File: src/rtl/sdram_pkg.sv
// Shared SDRAM/Wishbone definitions: address field layout, tester FSM states, test pattern.
// No logic of its own; imported by the tester, its bus interface and the controller.
package sdram_pkg;

    localparam int SDRAM_ADDR_W = 23;
    localparam int SDRAM_DATA_W = 32;

    // Word address layout {BA[1:0], row[10:0], col[9:0]}
    localparam int BA_HI  = 22;
    localparam int BA_LO  = 21;
    localparam int ROW_HI = 20;
    localparam int ROW_LO = 10;
    localparam int COL_HI = 9;
    localparam int COL_LO = 0;

    typedef enum logic [2:0] {
        ST_IDLE,
        ST_WR_REQ,
        ST_WR_GAP,
        ST_RD_REQ,
        ST_RD_GAP,
        ST_FINISH
    } tester_state_t;

    function automatic logic [SDRAM_DATA_W-1:0] pat(input logic [SDRAM_ADDR_W-1:0] a,
                                                    input logic [SDRAM_DATA_W-1:0] seed);
        return SDRAM_DATA_W'(a) ^ seed;
    endfunction

endpackage

File: src/rtl/wb_mem_tester_if.sv
// Wishbone initiator/target bundle between the memory tester and the SDRAM controller slave port.
// Pure wiring; ack is a level from the target and may stay high for several cycles.
interface wb_mem_tester_if import sdram_pkg::*; #(
    parameter int ADDR_W = SDRAM_ADDR_W,
    parameter int DATA_W = SDRAM_DATA_W
);
    logic [ADDR_W-1:0] adr;
    logic [DATA_W-1:0] dat_w;
    logic [DATA_W-1:0] dat_r;
    logic              we;
    logic              stb;
    logic              cyc;
    logic              ack;

    modport master (output adr, dat_w, we, stb, cyc, input dat_r, ack);
    modport slave  (input adr, dat_w, we, stb, cyc, output dat_r, ack);
endinterface

File: src/rtl/wb_tester_checker.sv
// Read-back comparator: saturating mismatch counter plus capture of the first failing address.
// Results register one cycle after chk_en; never stalls, clr wins over a same-cycle compare.
module wb_tester_checker #(
    parameter int ADDR_W = 23,
    parameter int DATA_W = 32,
    parameter int CNT_W  = 16
) (
    input  logic              clk,
    input  logic              rst,
    input  logic              clr,
    input  logic              chk_en,
    input  logic [DATA_W-1:0] exp,
    input  logic [DATA_W-1:0] act,
    input  logic [ADDR_W-1:0] addr,
    output logic [CNT_W-1:0]  err_count,
    output logic [ADDR_W-1:0] first_err_addr
);

    always_ff @(posedge clk) begin
        if (rst || clr) begin
            err_count      <= '0;
            first_err_addr <= '0;
        end else if (chk_en && (exp != act)) begin
            if (err_count != '1) begin
                err_count <= err_count + CNT_W'(1);
            end
            if (err_count == '0) begin
                first_err_addr <= addr;
            end
        end
    end

endmodule

File: src/rtl/wb_mem_tester.sv
// Writes pat(addr) over NUM_WORDS words, reads them back and checks; one bus transaction at a time.
// Holds stb until ack or TIMEOUT stb cycles; waits for ack to drop before the next request.
module wb_mem_tester import sdram_pkg::*; #(
    parameter int                ADDR_W     = SDRAM_ADDR_W,
    parameter int                DATA_W     = SDRAM_DATA_W,
    parameter logic [ADDR_W-1:0] START_ADDR = '0,
    parameter int                NUM_WORDS  = 1024,
    parameter logic [DATA_W-1:0] SEED       = 32'hA5A5_5A5A,
    parameter int                TIMEOUT    = 4095
) (
    input  logic              clk,
    input  logic              rst,
    input  logic              start,
    wb_mem_tester_if.master   wb,
    output logic              busy,
    output logic              done,
    output logic              pass,
    output logic              timeout,
    output logic [15:0]       err_count,
    output logic [ADDR_W-1:0] first_err_addr
);

    localparam int                TO_W     = $clog2(TIMEOUT + 1);
    localparam logic [ADDR_W-1:0] LAST_IDX = ADDR_W'(NUM_WORDS - 1);

    tester_state_t     state;
    logic [ADDR_W-1:0] idx;
    logic [TO_W-1:0]   to_cnt;
    logic [ADDR_W-1:0] nxt_adr;
    logic              to_hit;
    logic              chk_en;
    logic              clr;

    function automatic logic [DATA_W-1:0] pat_w(input logic [ADDR_W-1:0] a);
        return DATA_W'(pat(SDRAM_ADDR_W'(a), SDRAM_DATA_W'(SEED)));
    endfunction

    // Address wraps modulo 2^ADDR_W through plain truncation
    assign nxt_adr = START_ADDR + idx + ADDR_W'(1);
    assign to_hit  = (to_cnt == TO_W'(TIMEOUT - 1));
    assign chk_en  = (state == ST_RD_REQ) && wb.ack;
    assign clr     = (state == ST_IDLE) && start;

    always_ff @(posedge clk) begin
        if (rst) begin
            state    <= ST_IDLE;
            idx      <= '0;
            to_cnt   <= '0;
            wb.adr   <= '0;
            wb.dat_w <= '0;
            wb.we    <= 1'b0;
            wb.stb   <= 1'b0;
            wb.cyc   <= 1'b0;
            busy     <= 1'b0;
            done     <= 1'b0;
            pass     <= 1'b0;
            timeout  <= 1'b0;
        end else begin
            case (state)
                ST_IDLE: begin
                    if (start) begin
                        busy     <= 1'b1;
                        done     <= 1'b0;
                        pass     <= 1'b0;
                        timeout  <= 1'b0;
                        idx      <= '0;
                        to_cnt   <= '0;
                        wb.adr   <= START_ADDR;
                        wb.dat_w <= pat_w(START_ADDR);
                        wb.we    <= 1'b1;
                        wb.stb   <= 1'b1;
                        wb.cyc   <= 1'b1;
                        state    <= ST_WR_REQ;
                    end
                end
                ST_WR_REQ, ST_RD_REQ: begin
                    to_cnt <= to_cnt + TO_W'(1);
                    if (wb.ack) begin
                        wb.stb <= 1'b0;
                        wb.cyc <= 1'b0;
                        state  <= (state == ST_WR_REQ) ? ST_WR_GAP : ST_RD_GAP;
                    end else if (to_hit) begin
                        wb.stb  <= 1'b0;
                        wb.cyc  <= 1'b0;
                        timeout <= 1'b1;
                        state   <= ST_FINISH;
                    end
                end
                ST_WR_GAP: begin
                    if (!wb.ack) begin
                        wb.stb <= 1'b1;
                        wb.cyc <= 1'b1;
                        to_cnt <= '0;
                        if (idx == LAST_IDX) begin
                            idx      <= '0;
                            wb.adr   <= START_ADDR;
                            wb.dat_w <= pat_w(START_ADDR);
                            wb.we    <= 1'b0;
                            state    <= ST_RD_REQ;
                        end else begin
                            idx      <= idx + ADDR_W'(1);
                            wb.adr   <= nxt_adr;
                            wb.dat_w <= pat_w(nxt_adr);
                            state    <= ST_WR_REQ;
                        end
                    end
                end
                ST_RD_GAP: begin
                    if (!wb.ack) begin
                        if (idx == LAST_IDX) begin
                            state <= ST_FINISH;
                        end else begin
                            idx      <= idx + ADDR_W'(1);
                            wb.adr   <= nxt_adr;
                            wb.dat_w <= pat_w(nxt_adr);
                            wb.stb   <= 1'b1;
                            wb.cyc   <= 1'b1;
                            to_cnt   <= '0;
                            state    <= ST_RD_REQ;
                        end
                    end
                end
                ST_FINISH: begin
                    busy  <= 1'b0;
                    done  <= 1'b1;
                    pass  <= (err_count == '0) && !timeout;
                    state <= ST_IDLE;
                end
                default: state <= ST_IDLE;
            endcase
        end
    end

    wb_tester_checker #(
        .ADDR_W (ADDR_W),
        .DATA_W (DATA_W),
        .CNT_W  (16)
    ) u_checker (
        .clk            (clk),
        .rst            (rst),
        .clr            (clr),
        .chk_en         (chk_en),
        .exp            (pat_w(wb.adr)),
        .act            (wb.dat_r),
        .addr           (wb.adr),
        .err_count      (err_count),
        .first_err_addr (first_err_addr)
    );

endmodule

File: src/flat_wrapper.sv
// flat-port wrapper written by rule: the top's interface ports become plain ports
module wb_mem_tester_flat import sdram_pkg::*;
#(
    parameter int                ADDR_W     = SDRAM_ADDR_W,
    parameter int                DATA_W     = SDRAM_DATA_W,
    parameter logic [ADDR_W-1:0] START_ADDR = '0,
    parameter int                NUM_WORDS  = 1024,
    parameter logic [DATA_W-1:0] SEED       = 32'hA5A5_5A5A,
    parameter int                TIMEOUT    = 4095
)
  (clk, rst, start, busy, done, pass, timeout, err_count, first_err_addr, wb_adr, wb_dat_w, wb_we, wb_stb, wb_cyc, wb_dat_r, wb_ack);
  wb_mem_tester_if #(.ADDR_W(ADDR_W), .DATA_W(DATA_W)) wb_i ();
  input  logic clk;
  input  logic rst;
  input  logic start;
  output logic busy;
  output logic done;
  output logic pass;
  output logic timeout;
  output logic [15:0] err_count;
  output logic [ADDR_W-1:0] first_err_addr;
  output wire logic [$bits(wb_i.adr)-1:0] wb_adr;
  output wire logic [$bits(wb_i.dat_w)-1:0] wb_dat_w;
  output wire logic [$bits(wb_i.we)-1:0] wb_we;
  output wire logic [$bits(wb_i.stb)-1:0] wb_stb;
  output wire logic [$bits(wb_i.cyc)-1:0] wb_cyc;
  input wire logic [$bits(wb_i.dat_r)-1:0] wb_dat_r;
  input wire logic [$bits(wb_i.ack)-1:0] wb_ack;
  assign wb_adr = wb_i.adr;
  assign wb_dat_w = wb_i.dat_w;
  assign wb_we = wb_i.we;
  assign wb_stb = wb_i.stb;
  assign wb_cyc = wb_i.cyc;
  assign wb_i.dat_r = wb_dat_r;
  assign wb_i.ack = wb_ack;
  wb_mem_tester #(.ADDR_W(ADDR_W), .DATA_W(DATA_W), .START_ADDR(START_ADDR), .NUM_WORDS(NUM_WORDS), .SEED(SEED), .TIMEOUT(TIMEOUT)) u_core (.clk(clk), .rst(rst), .start(start), .wb(wb_i), .busy(busy), .done(done), .pass(pass), .timeout(timeout), .err_count(err_count), .first_err_addr(first_err_addr));
endmodule
File: config.mk
export PLATFORM = sky130hd
export DESIGN_NAME = wb_mem_tester_flat
export DESIGN_NICKNAME = d
export VERILOG_FILES = /design/src/rtl/sdram_pkg.sv /design/src/rtl/wb_mem_tester_if.sv /design/src/rtl/wb_tester_checker.sv /design/src/rtl/wb_mem_tester.sv /design/src/flat_wrapper.sv
export SDC_FILE = /design/constraint.sdc
export NUM_CORES = 1
export LEC_CHECK = 0
export BUFFER_PORTS_ARGS = -buffer_cell sky130_fd_sc_hd__buf_2
export CORE_ASPECT_RATIO = 0.9
export CORE_UTILIZATION = 47
export CTS_CLUSTER_SIZE = 40
export DETAILED_ROUTE_END_ITERATION = 16
export GPL_ROUTABILITY_DRIVEN = 1
export PLACE_DENSITY = 0.76
export SLEW_MARGIN = 20
export SYNTH_ARGS = -nofsm -noshare
export SYNTH_HDL_FRONTEND = slang
export SYNTH_SLANG_ARGS = --single-unit
File: constraint.sdc
create_clock -name clk -period 1.85 [get_ports clk]
set_input_delay 0.0925 -clock clk [delete_from_list [all_inputs] [get_ports clk]]
set_output_delay 0.0925 -clock clk [all_outputs]
set_load 0.02 [all_outputs]
==> metrics.txt, run 1 <==
DR iter-0 viols 319; FF-to-FF Start u_core.wb.adr[13]$_SDFFE_PP0P_; Vias/cell about 5.5; Hold Crit Class in2reg; DP Area 6397 µm²; worst-margin pin slew 0.5003 ns; Placer Congestion roughly 0.89; Core ar. ~10000 µm²; Critical Path AT approximately 2.4 ns; Final min period 2.200 ns; WHS Endpoint u_core.busy$_SDFFE_PP0P_; setup_tns -13.91 ns; unrepaired setup endpoints after global routing true; Num CTS Buffers 9; worst skew pair latency approximately 0.34 ns; Critical path buffers and inverters 4; placed cells between 800 and 900; status finished with violations; H-tree depth 3; clock sink count 95; most common cell after layout, fill and taps aside buf_2; Root Driver clkbuf_16; Starting Density 49.21%; worst-path maximum fanout 7; Startpoint Class register; Synth Cell Area about 4900 µm²; Antenna Cells 0; ys flop type dfxtp_1; vias in the first global route 4,859; syn avg cell area approximately 8.6 µm²; Syn-to-layout area delta 53.09%; leakage power 3.309 nW; final worst slack -0.3500 ns; Final Setup Violations 85; IO Count between 100 and 150; final std cells w/o fill between 900 and 1,000; fmax about 0.45 GHz; R2R depth 11; gr usage total 28.35%; EDFF count, synth 0; via count a little over 5,000; design area between 7000 and 8000 µm²; post-detailed-route count of antenna-violating nets 0; kind of cell adding the most delay to the critical path simple AND/OR/NAND/NOR gates; Hold Startpoint rst; CTS tree yes; initial antenna violation count 0; hold depth 2; Max Cap Viol 0; drt wl/cell between 15 and 20 µm; Slew HR ~67%; global-route wire length before repair around 24 mm; Die H slightly below 100 µm; total gr overflow 0; Max VDD drop 0.5564 mV; row cnt 34; iteration count of the initial detailed-routing pass 4; share of cells above drive strength 1 51.20%; ordered cell list for the critical path buf_6, nor4_2, nand4_1, nor3_4, buf_12, o31ai_4, buf_6, buf_6, nand4_1, xor2_1, nor2_1; post-DP HPWL about 11 mm; die area about 11,000 µm²; async set-reset flop share out of synthesis 0%; largest net degree at the start of global routing 19; Worst Path Class, Setup reg2reg; Die Wd between 100 and 150 µm; CP required 2.08 ns; PortBufs between 100 and 150; DRC viols 0; Clk pin slew, worst setup/hold paths ~0.07 ns; Max Transition Viols Final 0; CP most frequent cell buf_6; Synth warnings 0; Final period util 118.9%; FF+latch count, synth 95; Reg2Reg Setup Slack -0.35 ns; most frequent cells in the layout buf_2, buf_4, nor2_1; # nets final ~830; critical path endpoint category register; power density cells 762.3 nW/µm²; crit-path max cell delay between 0.3 and 0.4 ns; failing checks setup timing; Slowest-stage cell, CP dfxtp_2; Reg2Reg Capture Point u_core.wb.adr[15]$_SDFFE_PP0P_; final setup skew 0.01011 ns; final hold violation count 0; Cell variety after synth approximately 50; sequential area share after synthesis 39.16%; Routed WL 16.47 mm; Synth Instances ~570; Hold Buf Count CTS 0; clk buf depth 2
Yosys cell counts (all sizes together), types with 3 or more instances:
master	number	share of area, %
ha	5	1.3
a31oi	7	0.90
nand4	10	1.3
clkbuf	9	0.70
and3	21	2.7
a41o	3	0.62
nor3b	3	0.46
dfxtp	95	39
o21ai	14	1.4
inv	8	0.62
o31ai	3	0.57
a21oi	25	2.6
nor3	22	2.5
mux2i	27	5.6
nand2	29	2.2
nand3	22	2.3
or3	7	0.90
nor4	10	1.3
o22ai	3	0.39
xor2	29	5.2
nor2	92	7.2
nor2b	4	0.52
a311oi	5	0.90
buf	47	6.9
a211oi	5	0.77
xnor2	31	5.6
repair_timing:
item                                    in CTS  in global routing
setup buffers                                9                 12
endpoints found under the setup margin      88                 91
cloned                                       1                  2
resized for setup                           27                 97
pin swaps                                   16                 55
metrics by stage:
stage / hold WS, ns / util (%) / power [mW] / worst slack, ns
final: 0.06642 / 75.34 / 5.668 / -0.3500
after detailed placement: 0.3952 / 64.82 / 3.479 / -0.3596
after global placement: 0.3925 / 64.82 / 3.456 / -0.2382
after global routing: 0.07856 / 75.34 / 5.890 / -0.4512
after CTS: 0.04044 / 69.97 / 5.399 / -0.2458
after floorplan: 0.1646 / - / 3.039 / -0.1279
kinds of logic (layout without fill, tap and decap cells):
kind of cell,after synthesis,count (layout),synth area share [%]
compound gates,80,80,11.28
xor+xnor,60,60,10.82
fa+ha+maj,5,5,1.288
buf+inv,65,286,8.243
flops,95,95,39.15
mux,28,28,5.796
other cells,1,4,0.07721
simple gates,233,233,23.34
state kept, by name (all words and copies together) (netlist names), 3 cells and up:
register	flops
u_core.wb.adr	22
u_core.wb.dat_w	13
u_core.u_checker.err_count	16
u_core.to_cnt	12
u_core.state	3
u_core.u_checker.first_err_addr	23
worst register-to-register path: cells and delay by family, from the launching register on:
kind / cells / cell delay, ns
simple gates: 5 / 0.90
buf+inv: 4 / 0.55
flops: 1 / 0.33
xor+xnor: 1 / 0.21
compound gates: 1 / 0.10
final cells by class:
class,instances,area [µm²]
Clock buffer,11,254.0
Multi-Input combinational cell,410,3159
Timing Repair Buffer,261,1818
Tap cell,126,157.7
Inverter,9,38.79
Fill cell,634,2434
Sequential cell,95,1958
Clock inverter,5,50.05
layer usage:
| metal | wire, µm | global-route usage, % | vias up |
|---|---|---|---|
| met1 | 6869 | 36.20 | 2410 |
| met4 | 398 | 8.524 | 0 |
| met3 | 1093 | 5.423 | 44 |
| met2 | 8108 | 48.09 | 239 |
| li1 | - | - | 2392 |
| met5 | 0 | 0 | - |
worst max-delay path by stage:
stage / start / end / slack [ns] / cells past startpoint
2_1_floorplan: u_core.wb.adr[18]$_SDFFE_PP0P_ / u_core.u_checker.err_count[6]$_SDFFE_PP0P_ / -0.13 / 8
3_3_place_gp: u_core.wb.adr[8]$_SDFFE_PP0P_ / u_core.u_checker.err_count[6]$_SDFFE_PP0P_ / -0.24 / 6
3_5_place_dp: u_core.wb.adr[8]$_SDFFE_PP0P_ / u_core.u_checker.err_count[6]$_SDFFE_PP0P_ / -0.36 / 6
4_1_cts: u_core.wb.adr[11]$_SDFFE_PP0P_ / u_core.u_checker.first_err_addr[13]$_SDFFE_PP0P_ / -0.25 / 9
5_1_grt: u_core.wb.adr[13]$_SDFFE_PP0P_ / u_core.wb.adr[15]$_SDFFE_PP0P_ / -0.45 / 11
6_report: u_core.wb.adr[13]$_SDFFE_PP0P_ / u_core.wb.adr[15]$_SDFFE_PP0P_ / -0.35 / 11
where the power goes:
group,switching [mW],internal (mW)
combinational,0.846,0.721
sequential,0.0959,2.13
clock,0.856,1.02
No activity file was read; power rests on OpenSTA's default activity.
==> inputs of run 2 (changes only) <==
Settings changed: SKIP_LAST_GASP set to 1.
==> metrics.txt, run 2 (synthesized netlist as in run 1, its figures left out) <==
status finished with violations; failing checks setup timing; Reg2Reg Setup Slack -0.28 ns; PortBufs 132; Biggest register u_core.u_checker.first_err_addr; leakage power roughly 3.3 nW; Antenna Cells 0; power density cells 764.1 nW/µm²; final setup skew 0.01115 ns; die area between 10,000 and 15,000 µm²; design area around 7400 µm²; final hold violation count 0; Syn-to-layout area delta 52.60%; Num CTS Buffers 9; combinational power share 27.5%; switching pwr between 1.5 and 2 mW; Hold Crit Class in2reg; post-DP HPWL around 11 mm; hold depth 2; vias in the first global route 4,859; Max VDD drop roughly 0.56 mV; Design Power between 5 and 6 mW; Die Wd between 100 and 150 µm; most common cell after layout, fill and taps aside buf_2; Clk network pwr share 33.2%; Final period util 115.1%; final std cells w/o fill roughly 920; Max Cap Viol 0; Hold Buf Count CTS 0; switch share a little under a third; global-route wire length before repair about 24 mm; biggest regs u_core.u_checker.first_err_addr x23, u_core.wb.adr x22, u_core.u_checker.err_count x16; clk buf depth 2; Final min period around 2.1 ns; drt wl/cell about 18 µm; largest net degree at the start of global routing 19; final worst slack -0.2794 ns; Fill cells 641; Max Transition Viols Final 0; total gr overflow 0; post-detailed-route count of antenna-violating nets 0; total internal power 3.863 mW; Seq pwr share about two fifths; gr usage total 28.35%; DP Area between 6000 and 7000 µm²; Core ar. approximately 9900 µm²; DRC viols 0; row cnt 34; area of the multi-input gates roughly 3100 µm²; CTS tree yes; Placer Congestion between 0.8 and 0.9; worst skew pair latency about 0.35 ns; Routed WL around 17 mm; via count ~5,200; worst-path maximum fanout 7; FF-to-FF Start u_core.wb.adr[13]$_SDFFE_PP0P_; Critical Path AT 2.37 ns; most frequent cells in the layout buf_2, buf_4, nor2_1; R2R depth 11; IO Count between 100 and 150; H-tree depth 3; Startpoint Class register; Die H ~98 µm; Largest register FFs 23; Hold Startpoint rst; # nets final between 800 and 900; Vias/cell approximately 5.7; fmax 0.4696 GHz; Root Driver clkbuf_16; share of cells above drive strength 1 between 50% and 60%; crit path launch u_core.wb.adr[13]$_SDFFE_PP0P_; CP required between 2 and 2.5 ns; placed cells 880; Clk pin slew, worst setup/hold paths 0.07 ns; iteration count of the initial detailed-routing pass 5; unrepaired setup endpoints after global routing true; critical path endpoint category register; register area between 1500 and 2000 µm²; Final Setup Violations 87; Starting Density around half; initial antenna violation count 0; DR iter-0 viols ~320; Worst Path Class, Setup reg2reg; clock sink count 95; setup_tns -14.54 ns
[run 2: cell types whose count changed in the layout (fill, tap and decap cells not counted), sizes merged]
cell,change
buf,+1
nor2,+1
[run 2: final timing paths]
path	end
worst max-delay path	u_core.wb.adr[15]$_SDFFE_PP0P_
worst min-delay path	u_core.busy$_SDFFE_PP0P_
worst max register to register	u_core.wb.adr[15]$_SDFFE_PP0P_
worst min register to register	u_core.done$_SDFFE_PP0P_
[run 2: worst max-delay path, stage by stage, from the launching register on]
cell	delay (ns)
dfxtp_2	0.33
buf_6	0.11
nor4_2	0.24
nand4_1	0.23
nor3_4	0.24
buf_12	0.16
o31ai_4	0.10
buf_6	0.15
buf_6	0.13
nand4_1	0.10
xor2_1	0.17
nor2_1	0.06
[run 2: power groups by stage]
| stage | logic [mW] | registers, mW | clock network [mW] |
|---|---|---|---|
| after CTS | 1.30 | 2.22 | 1.88 |
| after global routing | 1.65 | 2.24 | 1.99 |
| after global placement | 1.20 | 2.26 | 0 |
| after detailed placement | 1.22 | 2.26 | 0 |
| final | 1.56 | 2.23 | 1.88 |
| after floorplan | 0.692 | 2.35 | 0 |
[run 2: metal layers]
layer / up-vias / GRT usage (%) / share of wire [%]
li1: 2391 / - / -
met2: 238 / 48.09 / 50
met1: 2534 / 36.20 / 42
met3: 39 / 5.423 / 6.0
met5: - / 0 / 0
met4: 0 / 8.524 / 2.4
[run 2: cell type report]
type,instances,share of cell area (%)
sequential,95,26.42
clock inverter,5,0.6752
tap,126,2.127
inverter,9,0.5233
clock buffer,11,3.427
timing repair buffer,262,24.58
multi-input combinational,411,42.25
[run 2: per-stage QoR]
stage               setup WS, ns  utilization, %  hold WS [ns]
floorplan                -0.1279               -        0.1646
global placement         -0.2382           64.82        0.3925
detailed placement       -0.3596           64.82        0.3952
CTS                      -0.2576           69.92       0.04044
global route             -0.4188           75.10       0.07425
finish                   -0.2794           75.10       0.05833
[run 2: what timing repair did]
action | 4_1_cts | 5_1_grt
pin swaps | 14 | 55
endpoints found under the hold margin | 0 | 0
setup buffers | 9 | 13
cloned | 1 | 3
gates resized for setup | 26 | 89
endpoints found under the setup margin | 88 | 91
